[config.mk]
export PLATFORM = sky130hd
export DESIGN_NAME = ldpc_encoder_sched
export DESIGN_NICKNAME = d
export VERILOG_FILES = /design/src/rtl/ldpc_encoder_sched.sv
export SDC_FILE = /design/constraint.sdc
export NUM_CORES = 1
export LEC_CHECK = 0
export CORE_AREA = 3 3 294 296
export CTS_CLUSTER_DIAMETER = 150
export DETAILED_ROUTE_END_ITERATION = 10
export DIE_AREA = 0 0 297 299
export PLACE_DENSITY = 0.55
export SLEW_MARGIN = 25
export SYNTH_ARGS = -nofsm -noshare
export SYNTH_HDL_FRONTEND = slang
export SYNTH_SLANG_ARGS = --single-unit
[constraint.sdc]
create_clock -name sys_clk -period 2.3 [get_ports sys_clk]
set_input_delay 0.46 -clock sys_clk [delete_from_list [all_inputs] [get_ports sys_clk]]
set_output_delay 0.46 -clock sys_clk [all_outputs]
set_load 0.005 [all_outputs]
[src/rtl/ldpc_encoder_sched.sv]
// rtl/ldpc_encoder_sched.sv - DVB-S2 LDPC encoder frame sequencer (clear, word fetch, 45-beat walk, drain)
// Optional macro LDPC_SCHED_PREFETCH_EN: fetch the next word during beats 42-43 so beats run back to back.
module ldpc_encoder_sched #(
  parameter int AW      = 8,
  parameter int ACC_LAT = 2
) (
  input  logic          sys_clk,
  input  logic          rst_n,
  input  logic          fs_en,
  input  logic          frame_start,
  input  logic [AW-1:0] num_words,
  output logic          ram_rd_en,
  output logic [AW-1:0] ram_addr,
  input  logic [359:0]  ram_rdata,
  input  logic [2:0]    ram_order,
  output logic          switch_vld,
  output logic [359:0]  ram_data,
  output logic [5:0]    switch_array,
  output logic [2:0]    order_array,
  output logic          reg_clr_vld,
  output logic          busy,
  output logic          frame_done
);

  localparam int DW = (ACC_LAT > 1) ? $clog2(ACC_LAT) : 1;

  typedef enum logic [2:0] {IDLE, CLR, RD, LAT, BEAT, DRAIN} state_t;

  state_t         state_q, state_nx;
  logic [AW-1:0]  w_q, w_nx;
  logic [AW-1:0]  nw_q, nw_nx;
  logic [5:0]     b_q, b_nx;
  logic [DW-1:0]  d_q, d_nx;
  logic [359:0]   data_q, data_nx;
  logic [2:0]     ord_q, ord_nx;
  logic           done_q, done_nx;
  logic           go_drain;
  logic           last_word;
`ifdef LDPC_SCHED_PREFETCH_EN
  logic [359:0]   shd_data_q, shd_data_nx;
  logic [2:0]     shd_ord_q, shd_ord_nx;
`endif

  assign last_word    = (w_q == nw_q - AW'(1));
  assign busy         = (state_q != IDLE);
  assign frame_done   = done_q;
  assign ram_data     = data_q;
  assign switch_array = b_q;
  assign order_array  = ord_q;

  always_comb begin
    state_nx    = state_q;
    w_nx        = w_q;
    nw_nx       = nw_q;
    b_nx        = b_q;
    d_nx        = d_q;
    data_nx     = data_q;
    ord_nx      = ord_q;
    done_nx     = 1'b0;
    go_drain    = 1'b0;
    ram_rd_en   = 1'b0;
    ram_addr    = '0;
    switch_vld  = 1'b0;
    reg_clr_vld = 1'b0;
`ifdef LDPC_SCHED_PREFETCH_EN
    shd_data_nx = shd_data_q;
    shd_ord_nx  = shd_ord_q;
`endif
    case (state_q)
      IDLE: begin
        if (frame_start) begin
          nw_nx = num_words;
          if (num_words == '0) go_drain = 1'b1;
          else                 state_nx = CLR;
        end
      end
      CLR: begin
        reg_clr_vld = 1'b1;
        w_nx        = '0;
        state_nx    = RD;
      end
      RD: begin
        ram_rd_en = 1'b1;
        ram_addr  = w_q;
        state_nx  = LAT;
      end
      LAT: begin
        data_nx  = ram_rdata;
        ord_nx   = ram_order;
        b_nx     = '0;
        state_nx = BEAT;
      end
      BEAT: begin
        switch_vld = 1'b1;
`ifdef LDPC_SCHED_PREFETCH_EN
        if (!last_word && b_q == 6'd42) begin
          ram_rd_en = 1'b1;
          ram_addr  = w_q + AW'(1);
        end
        if (!last_word && b_q == 6'd43) begin
          shd_data_nx = ram_rdata;
          shd_ord_nx  = ram_order;
        end
`endif
        if (b_q == 6'd44) begin
          b_nx = '0;
          if (last_word) begin
            go_drain = 1'b1;
          end else begin
            w_nx = w_q + AW'(1);
`ifdef LDPC_SCHED_PREFETCH_EN
            data_nx = shd_data_q;
            ord_nx  = shd_ord_q;
`else
            state_nx = RD;
`endif
          end
        end else begin
          b_nx = b_q + 6'd1;
        end
      end
      DRAIN: begin
        if (d_q == DW'(ACC_LAT - 1)) begin
          state_nx = IDLE;
          done_nx  = 1'b1;
          d_nx     = '0;
        end else begin
          d_nx = d_q + DW'(1);
        end
      end
      default: state_nx = IDLE;
    endcase
    // A zero-latency pipeline skips DRAIN and completes on the next edge.
    if (go_drain) begin
      d_nx = '0;
      if (ACC_LAT == 0) begin
        state_nx = IDLE;
        done_nx  = 1'b1;
      end else begin
        state_nx = DRAIN;
      end
    end
  end

  always_ff @(posedge sys_clk or negedge rst_n) begin
    if (!rst_n) begin
      state_q    <= IDLE;
      w_q        <= '0;
      nw_q       <= '0;
      b_q        <= '0;
      d_q        <= '0;
      data_q     <= '0;
      ord_q      <= '0;
      done_q     <= 1'b0;
`ifdef LDPC_SCHED_PREFETCH_EN
      shd_data_q <= '0;
      shd_ord_q  <= '0;
`endif
    end else if (fs_en) begin
      state_q    <= state_nx;
      w_q        <= w_nx;
      nw_q       <= nw_nx;
      b_q        <= b_nx;
      d_q        <= d_nx;
      data_q     <= data_nx;
      ord_q      <= ord_nx;
      done_q     <= done_nx;
`ifdef LDPC_SCHED_PREFETCH_EN
      shd_data_q <= shd_data_nx;
      shd_ord_q  <= shd_ord_nx;
`endif
    end
  end

endmodule

# Word-level counts from Yosys, hierarchy flattened
# Cells that the tools add are included.
classes:
  add_sub_neg: 4
  multipliers: 0
  n_div: 0
  magnitude_cmp: 0
  eq_ne: 14
  shifts: 0
  mux: 26
  n_bitwise: 0
  reduce_logical: 12
ops:
  columns: ["op", "n"]
  rows:
  - ["$mux 8", 3]
  - ["$mux 3", 6]
  - ["$pmux 3 s6", 1]
  - ["$pmux 8 s2", 1]
  - ["$ne 3x3->1 const B", 5]
  - ["$mux 1", 12]
  - ["$pmux 6 s2", 1]
  - ["$add 8x1->8 const B", 1]
  - ["$eq 8x8->1", 1]
  - ["$logic_not 8->1", 1]
  - ["$sub 8x1->8 const B", 1]
  - ["$add 6x1->6 const B", 1]
  - ["$eq 3x2->1 const B", 2]
  - ["$eq 3x3->1 const B", 2]
  - ["$eq 6x6->1 const B", 1]
  - ["$mux 6", 1]
  - ["$reduce_and 2->1", 3]
  - ["$reduce_and 6->1", 1]
  - ["$reduce_bool 2->1", 3]
  - ["$ne 2x2->1 const B", 2]
  - ["$reduce_and 4->1", 1]
  - ["$eq 3x1->1 const B", 1]
  - ["$logic_not 3->1", 1]
  - ["$reduce_and 3->1", 1]
  - ["3 further kinds", 3]
totals:
  register_bits: 390
  latchBits: 0
  ramBits: 0
  rom_bits: 0
  elab_cells: 64
  memories: 0

# Longest topological paths before layout
# Gate-level depths: netlist of run 1.
logic_depth:
  depth_word: 7
  depth_mapped: 8

# Least setup slack after synthesis of run 1
# OpenSTA, ideal clock, no wires.
synth_path:
  path_kind: "reg-to-reg"
  from: "register nw_q[0]"
  to: "register w_q[0]"
  setup_ns: 0.125
  arrival_time_ns: 2.070
  required_time_ns: 2.175
  slack_ns: 0.105
  path_stages_with_launch: 8
  synth_period_minus_slack_ns: 2.195
  path_cell_list: "dfrtp_1 -> inv_1 -> ha_1 -> xor3_1 -> nor4_1 -> o21ai_1 -> o31ai_2 -> mux2_2"
synth_between:
  elab_chain_len: 4
synth_rtl:
  columns: ["element", "line", "text"]
  rows:
  - ["start: declaration", "31", "logic [AW-1:0] nw_q, nw_nx;"]
  - ["start signal: assignment", "162", "nw_q <= nw_nx;"]
  - ["$sub 8x1->8", "44", "assign last_word = (w_q == nw_q - AW'(1));"]
  - ["$eq 8x8->1", "44", null]
  - ["$ne 2x2->1 (no source line)", null, null]
  - ["$reduce_and 4->1 (no source line)", null, null]
  - ["end signal: assignment", "161", "w_q <= w_nx;"]
  - ["end: declaration", "30", "logic [AW-1:0] w_q, w_nx;"]
# No other way between the ends.
# A chain may end at the register's enable or synchronous reset.

# Worst setup path in the final report of run 1
layout_path:
  from: "register nw_q[0]"
  to: "register state_q[1]"
layout_between:
  elab_chain_len: 7
layout_rtl:
  columns: ["element", "line", "text"]
  rows:
  - ["$sub 8x1->8 (*)", "44", null]
  - ["$eq 8x8->1 (*)", "44", null]
  - ["$mux 1", "107", "if (last_word) begin"]
  - ["$mux 1", "105", "if (b_q == 6'd44) begin"]
  - ["$pmux 1 s2", "69", "case (state_q)"]
  - ["$ne 3x3->1 (no source line)", null, null]
  - ["$reduce_and 6->1 (no source line)", null, null]
  - ["end signal: assignment", "160", "state_q <= state_nx;"]
  - ["end: declaration", "29", "state_t state_q, state_nx;"]
# Every way passes the cells marked *; elsewhere a longest branch is shown, timed or not.

==> results of run 1 <==
## final timing paths
check / startpoint / endpoint / slack [ns] / cells past startpoint
setup / recovery: nw_q[0] / state_q[1] / 0.05 / 6
hold / removal: rst_n / ram_data[199] / 0.46 / 2
setup reg to reg: nw_q[0] / state_q[1] / 0.05 / 6
hold reg to reg: ram_data[73] / ram_data[73] / 0.50 / 1
max in group asynchronous: rst_n / ram_data[261] / 1.08 / 3
min in group sys_clk: ram_rdata[271] / ram_data[271] / 0.50 / 2
## worst max-delay path: cells and delay by family (launching register included)
kind	cells	cell delay, ns
flip-flops	1	0.39
AND/OR/NAND/NOR	2	0.97
buffers and inverters	1	0.12
AO/OA/AOI/OAI	3	0.67
## state kept, by name, indices dropped and copies added, names as in the netlist
| name | cells |
|---|---|
| d_q | 1 |
| frame_done | 1 |
| nw_q | 8 |
| order_array | 3 |
| ram_data | 360 |
| state_q | 3 |
| switch_array | 6 |
| w_q | 8 |
## metal layers
layer	wire, µm	vias to the layer above
met5	0	-
met4	1584	0
met3	3728	89
met2	30000	433
met1	20740	5793
li1	-	5162
## stage by stage
step / instance area [µm²] / total power, mW / worst slack (ns)
after floorplan: 15210 / 17.49 / 0.1054
after global placement: 24690 / 27.34 / -0.01359
after detailed placement: 24690 / 27.63 / -0.05691
after CTS: 26300 / 35.51 / -0.06672
after global routing: 26420 / 37.10 / -0.03220
final: 26420 / 35.10 / 0.05450
## cell type report
type                            instances  area share, %
Tap cell                             1134          5.371
Antenna cell                            1       0.009473
Inverter                               20         0.3174
Sequential cell                       390          36.95
Timing Repair inverter                  1        0.02368
Multi-Input combinational cell        523          20.06
Timing Repair Buffer                  835          31.46
Clock inverter                          4         0.3221
Clock buffer                           74          5.490
## synthesized netlist by cell type (4+ instances only)
| library cell | n |
|---|---|
| inv_1 | 19 |
| dfrtp_1 | 390 |
| a31oi_1 | 7 |
| nand2_1 | 18 |
| mux2_2 | 375 |
| buf_2 | 16 |
| clkbuf_1 | 30 |
| or3_1 | 4 |
| nand4_1 | 4 |
| nor3_1 | 12 |
| nor2_1 | 7 |
| a21oi_1 | 4 |
| ha_1 | 4 |
| nand3_1 | 16 |
| nand2b_1 | 4 |
| o21ai_0 | 9 |
| o22ai_1 | 9 |
## where the power goes
part,switching (mW),leakage [nW],internal [mW]
Sequential,2.11,4.66,10.3
Clock,2.91,0.753,4.51
Combinational,5.17,5.42,10.1
Total,10.2,10.8,24.9
## what timing repair did
action	in CTS	in global routing
pin swaps	0	4
setup buffers	5	4
resized for setup	30	26
endpoints found under the hold margin	38	0
hold buffers	1	0
gates cloned	1	0
setup endpoints to repair	15	22
## cell families after synthesis
kind of cell    after synthesis
compound gates               49
xor+xnor                      7
fa+ha+maj                     4
buf+inv                      67
flops                       390
mux                         376
simple gates                 87
==> reports/metrics.csv, run 1 <==
stage,metric,value,unit
outcome,status,completed,
grt,global routing usage on met3,3.436,%
logic_synthesis,mux cell area share after synthesis,27.84,%
grt,vias in the first global route,12730,
critical_path,CP cell instances,buf_6 > or4_4 > a211o_1 > o211a_4 > or4_4 > a31o_1,
logic_synthesis,YS warnings,0,
grt,GR peak layer,met2,
logic_synthesis,cell accounting for the most synthesized area,dfrtp_1,
finish,Final Core Density,31.51,%
placement,DP Cell Count,2892,
critical_path,critical-path maximum fanout,6,
critical_path,critical path type,reg2reg,
timing,Post-Route Setup TNS,0,ns
logic_synthesis,simple-gate portion of the synthesized area,3.061,%
die,die area,88800,µm²
timing,final hold violations,0,
timing,slew at the pin closest to its max-slew limit,0.6341,ns
timing,hold_ws,0.4610,ns
finish,fin cells,2982,
routing,Residual DRC,0,
pwr,Leakage,10.83,nW
finish,Reg area,9761,µm²
die,Core Box Area,83820,µm²
critical_path,WP data arrival,2.70,ns
logic_synthesis,syn_area_per_cell,15.52,µm²
logic_synthesis,top post-synthesis cells by area,"dfrtp_1 64%, mux2_2 28%, clkbuf_1 0.74%",
clock_network,CTS sink cnt,390,
logic_synthesis,Netlist cell types,50,
timing,fmax,445.3,MHz
finish,Layout area overhead,73.72,%
critical_path,crit path capture type,flip-flop,
routing,vias per cell,3.849,
logic_synthesis,sequential area share after synthesis,64.18,%
logic_synthesis,adder-cell share of the synthesized area,0.3291,%
timing,RSZ-0062 raised after global routing,yes,
logic_synthesis,Synth Net Count,1359,
grt,met2 Track Usage GR,22.61,%
routing,final WL,56.05,mm
timing,crit path time final,2.245,ns
die,die span in x,297,µm
run,Max Cap Viol,0,
finish,# fillers,8403,
routing,first-pass iteration count of the detailed router,4,
finish,most frequent cells in the layout,"743 x clkdlybuf4s50_1, 389 x dfrtp_1, 375 x mux2_2, 62 x buf_4, 49 x clkbuf_16",
pwr,pwr/cell area,1329,nW/µm²
logic_synthesis,xor/xnor share of the synthesized area,0.5019,%
logic_synthesis,top-area cell type share of the netlist area,64.18,%
logic_synthesis,Post-Syn Area,15210,µm²
logic_synthesis,Post-Synthesis Cells,980,
grt,initial antenna violation count,1,
routing,Initial DRC Count,539,
clock_network,total CTS buffers,47,
timing,slew margin rel.,57.72,%
placement,HPWL after detailed placement,43.94,mm
clock_network,CTS root buf,clkbuf_16,
critical_path,"Slowest-stage cell, CP",or4_4,
clock_network,Clock transition at path regs,0.06,ns
timing,final setup fails,0,
die,num rows,106,
timing,Final Skew,0.01488,ns
pwr,Worst VDD drop,0.6561,mV
routing,WL/cell,18.80,µm
grt,gr ovfl total,0,
finish,"commonest non-fill, non-tap cell in the layout",clkdlybuf4s50_1,
logic_synthesis,number of synthesized flops with an enable pin,0,
logic_synthesis,Synth Area in Compound Gates,2.304,%
timing,Final period util,97.63,%
die,die height,299,µm
finish,nets@finish,2197,
critical_path,critical path required time,2.75,ns
die,initial core utilization,18.14,%
clock_network,Clock Tree Buf Depth,3,
critical_path,Critical Path Most Common Cell,or4_4,
logic_synthesis,main flop type after synthesis,dfrtp_1,
logic_synthesis,Synth Register Bits,390,
critical_path,Worst path max stage delay,0.49,ns
clock_network,CTS tree,yes,
logic_synthesis,ys async rst share,100.0,%
clock_network,Clock Latency Late Sink,0.58,ns
grt,met1 usage,13.11,%
timing,Final Max Slew Viols,0,
critical_path,element type at the critical path start,flip-flop,
grt,GRT Overall Usage,12.12,%
grt,first-pass GRT wire length,83.16,mm
placement,port buffer count,756,
placement,GPL Wtd Cong,0.8505,
routing,post-route ant nets,0,
min_path,worst min path class,in2async,
die,Ports,757,
logic_synthesis,largest family of logic cells by synthesized area,multiplexers,
clock_network,H-tree depth,2,
routing,via count,11480,
finish,share of cells above drive strength 1,30.05,%
grt,largest net degree at the start of global routing,60,
finish,Multi-input gate area,5299,µm²
No activity file was read; power rests on OpenSTA's default activity.
==> inputs of run 2 (changes only) <==
--- a/config.mk
+++ b/config.mk
@@ -10,7 +10,8 @@
 export DETAILED_ROUTE_END_ITERATION = 10
 export DIE_AREA = 0 0 297 299
 export PLACE_DENSITY = 0.55
-export SLEW_MARGIN = 25
+export RECOVER_POWER = 100
+export SLEW_MARGIN = 20
 export SYNTH_ARGS = -nofsm -noshare
 export SYNTH_HDL_FRONTEND = slang
 export SYNTH_SLANG_ARGS = --single-unit
==> run 2 against run 1 <==
Against the previous run:
- global-route usage stayed put
- clock skew down 0.0017 ns
- cell area down 0.84%
- sequential share of layout area up 0.31 points
- final cell count about the same
- sequential power about the same
- count of clock-buffer cells in the layout is the same
- fmax barely moved
- worst hold slack better by 0.033 ns
- flip-flop and latch count unchanged
- highest routed layer unchanged
- total power is 4.5% lower
- first-iteration DRC count shrank 5.4%
==> reports/metrics.csv, run 2 (synthesized netlist as in run 1, its figures left out) <==
stage,metric,value,unit
grt,first-pass GRT wire length,83.16,mm
finish,Final Core Density,31.25,%
timing,Post-Route Setup TNS,0,ns
grt,vias in the first global route,12730,
finish,final instance area,26190,µm²
critical_path,critical path type,reg2reg,
routing,via count,11450,
clock_network,Clock Latency Late Sink,0.57,ns
timing,Final Skew,0.01321,ns
placement,DP Worst Slack,-0.05691,ns
grt,initial antenna violation count,2,
critical_path,WP data arrival,2.70,ns
routing,Initial DRC Count,510,
grt,largest net degree at the start of global routing,60,
grt,gr ovfl total,0,
pwr,pwr/cell area,1280,nW/µm²
placement,GPL Wtd Cong,0.8505,
timing,Final Max Slew Viols,0,
critical_path,crit path capture type,flip-flop,
finish,"commonest non-fill, non-tap cell in the layout",dfrtp_1,
outcome,status,completed,
timing,final hold violations,0,
clock_network,H-tree depth,2,
timing,final setup fails,0,
die,die area,88800,µm²
clock_network,Clock transition at path regs,0.06,ns
placement,Post-DP Area,24690,µm²
clock_network,CTS sink cnt,390,
timing,fmax,445.4,MHz
timing,crit path time final,2.245,ns
clock_network,CTS tree,yes,
clock_network,total CTS buffers,47,
run,Max Cap Viol,0,
die,Ports,757,
routing,final WL,55.89,mm
finish,share of cells above drive strength 1,29.29,%
pwr,Leakage,10.95,nW
clock_network,Clock Tree Buf Depth,3,
finish,Layout area overhead,72.25,%
finish,most frequent cells in the layout,"389 x dfrtp_1, 375 x mux2_2, 373 x clkdlybuf4s50_1, 371 x dlygate4sd3_1, 49 x clkbuf_16",
die,Core Box Area,83820,µm²
clock_network,CTS root buf,clkbuf_16,
grt,GR peak layer,met2,
critical_path,critical-path maximum fanout,6,
die,die span in x,297,µm
finish,# fillers,8435,
critical_path,element type at the critical path start,flip-flop,
timing,RSZ-0062 raised after global routing,yes,
die,num rows,106,
die,initial core utilization,18.14,%
routing,WL/cell,18.73,µm
die,die height,299,µm
routing,vias per cell,3.838,
routing,Residual DRC,0,
grt,GRT Overall Usage,12.12,%
routing,first-pass iteration count of the detailed router,4,
finish,nets@finish,2197,
timing,slew at the pin closest to its max-slew limit,1.056,ns
grt,global routing usage on met3,3.436,%
routing,post-route ant nets,0,
timing,min setup slack post-route,0.05462,ns
critical_path,critical path required time,2.75,ns
placement,HPWL after detailed placement,43.94,mm
min_path,worst min path class,reg2reg,
timing,slew margin rel.,29.61,%
grt,met1 usage,13.11,%
timing,Final period util,97.63,%
finish,max reg flops,360,
pwr,post-route total power,33.54,mW
grt,met2 Track Usage GR,22.61,%
pwr,Worst VDD drop,0.6249,mV
placement,port buffer count,756,
## run 2: cell type report
cell class	count	area, µm²	area share (%)
well taps	1134	1419	5.417
inverters	20	78.83	0.3009
clock buffers	74	1450	5.536
repair inverters	1	6.256	0.02388
clock inverters	4	85.08	0.3248
repair buffers	835	8094	30.90
flip-flops and latches	390	9761	37.26
diodes	3	7.507	0.02866
multi-input cells	523	5291	20.20
## run 2: metal layers
metal	vias to the layer above	wire length, µm
li1	5177	-
met1	5741	20510
met2	447	30010
met3	87	3782
met4	0	1582
met5	-	0
## run 2: critical path, stage by stage, from the launching register on
cell     delay [ns]
dfrtp_1        0.39
buf_6          0.12
or4_4          0.49
a211o_1        0.31
o211a_4        0.18
or4_4          0.48
a31o_1         0.18
## run 2: where the power goes
group          internal [mW]  switching [mW]
sequential              10.3            1.96
combinational           8.71            5.14
clock                   4.51            2.91
total                   23.5            10.0
## run 2: timing repair
item | 4_1_cts | 5_1_grt
resized for setup | 30 | 26
hold buffers | 1 | 0
gates cloned | 1 | 0
pin swaps | 0 | 4
setup buffers | 5 | 4
setup endpoints to repair | 15 | 22
hold endpoints to repair | 38 | 0
## run 2: worst paths after layout
check,startpoint,to,slack (ns),cells after the start
setup / recovery,nw_q[0],state_q[1],0.05,6
hold / removal,ram_data[73],ram_data[73],0.49,1
setup reg to reg,nw_q[0],state_q[1],0.05,6
hold reg to reg,ram_data[73],ram_data[73],0.49,1
max in group asynchronous,rst_n,ram_data[24],0.35,3
min in group asynchronous,rst_n,ram_data[199],0.64,2
## run 2: per-stage QoR
stage | hold WS [ns] | std cells
floorplan | 0.1644 | 980
CTS | 0.4234 | 2977
global route | 0.4533 | 2982
detailed placement | 0.4721 | 2892
global placement | 0.4697 | 2892
finish | 0.4941 | 2984
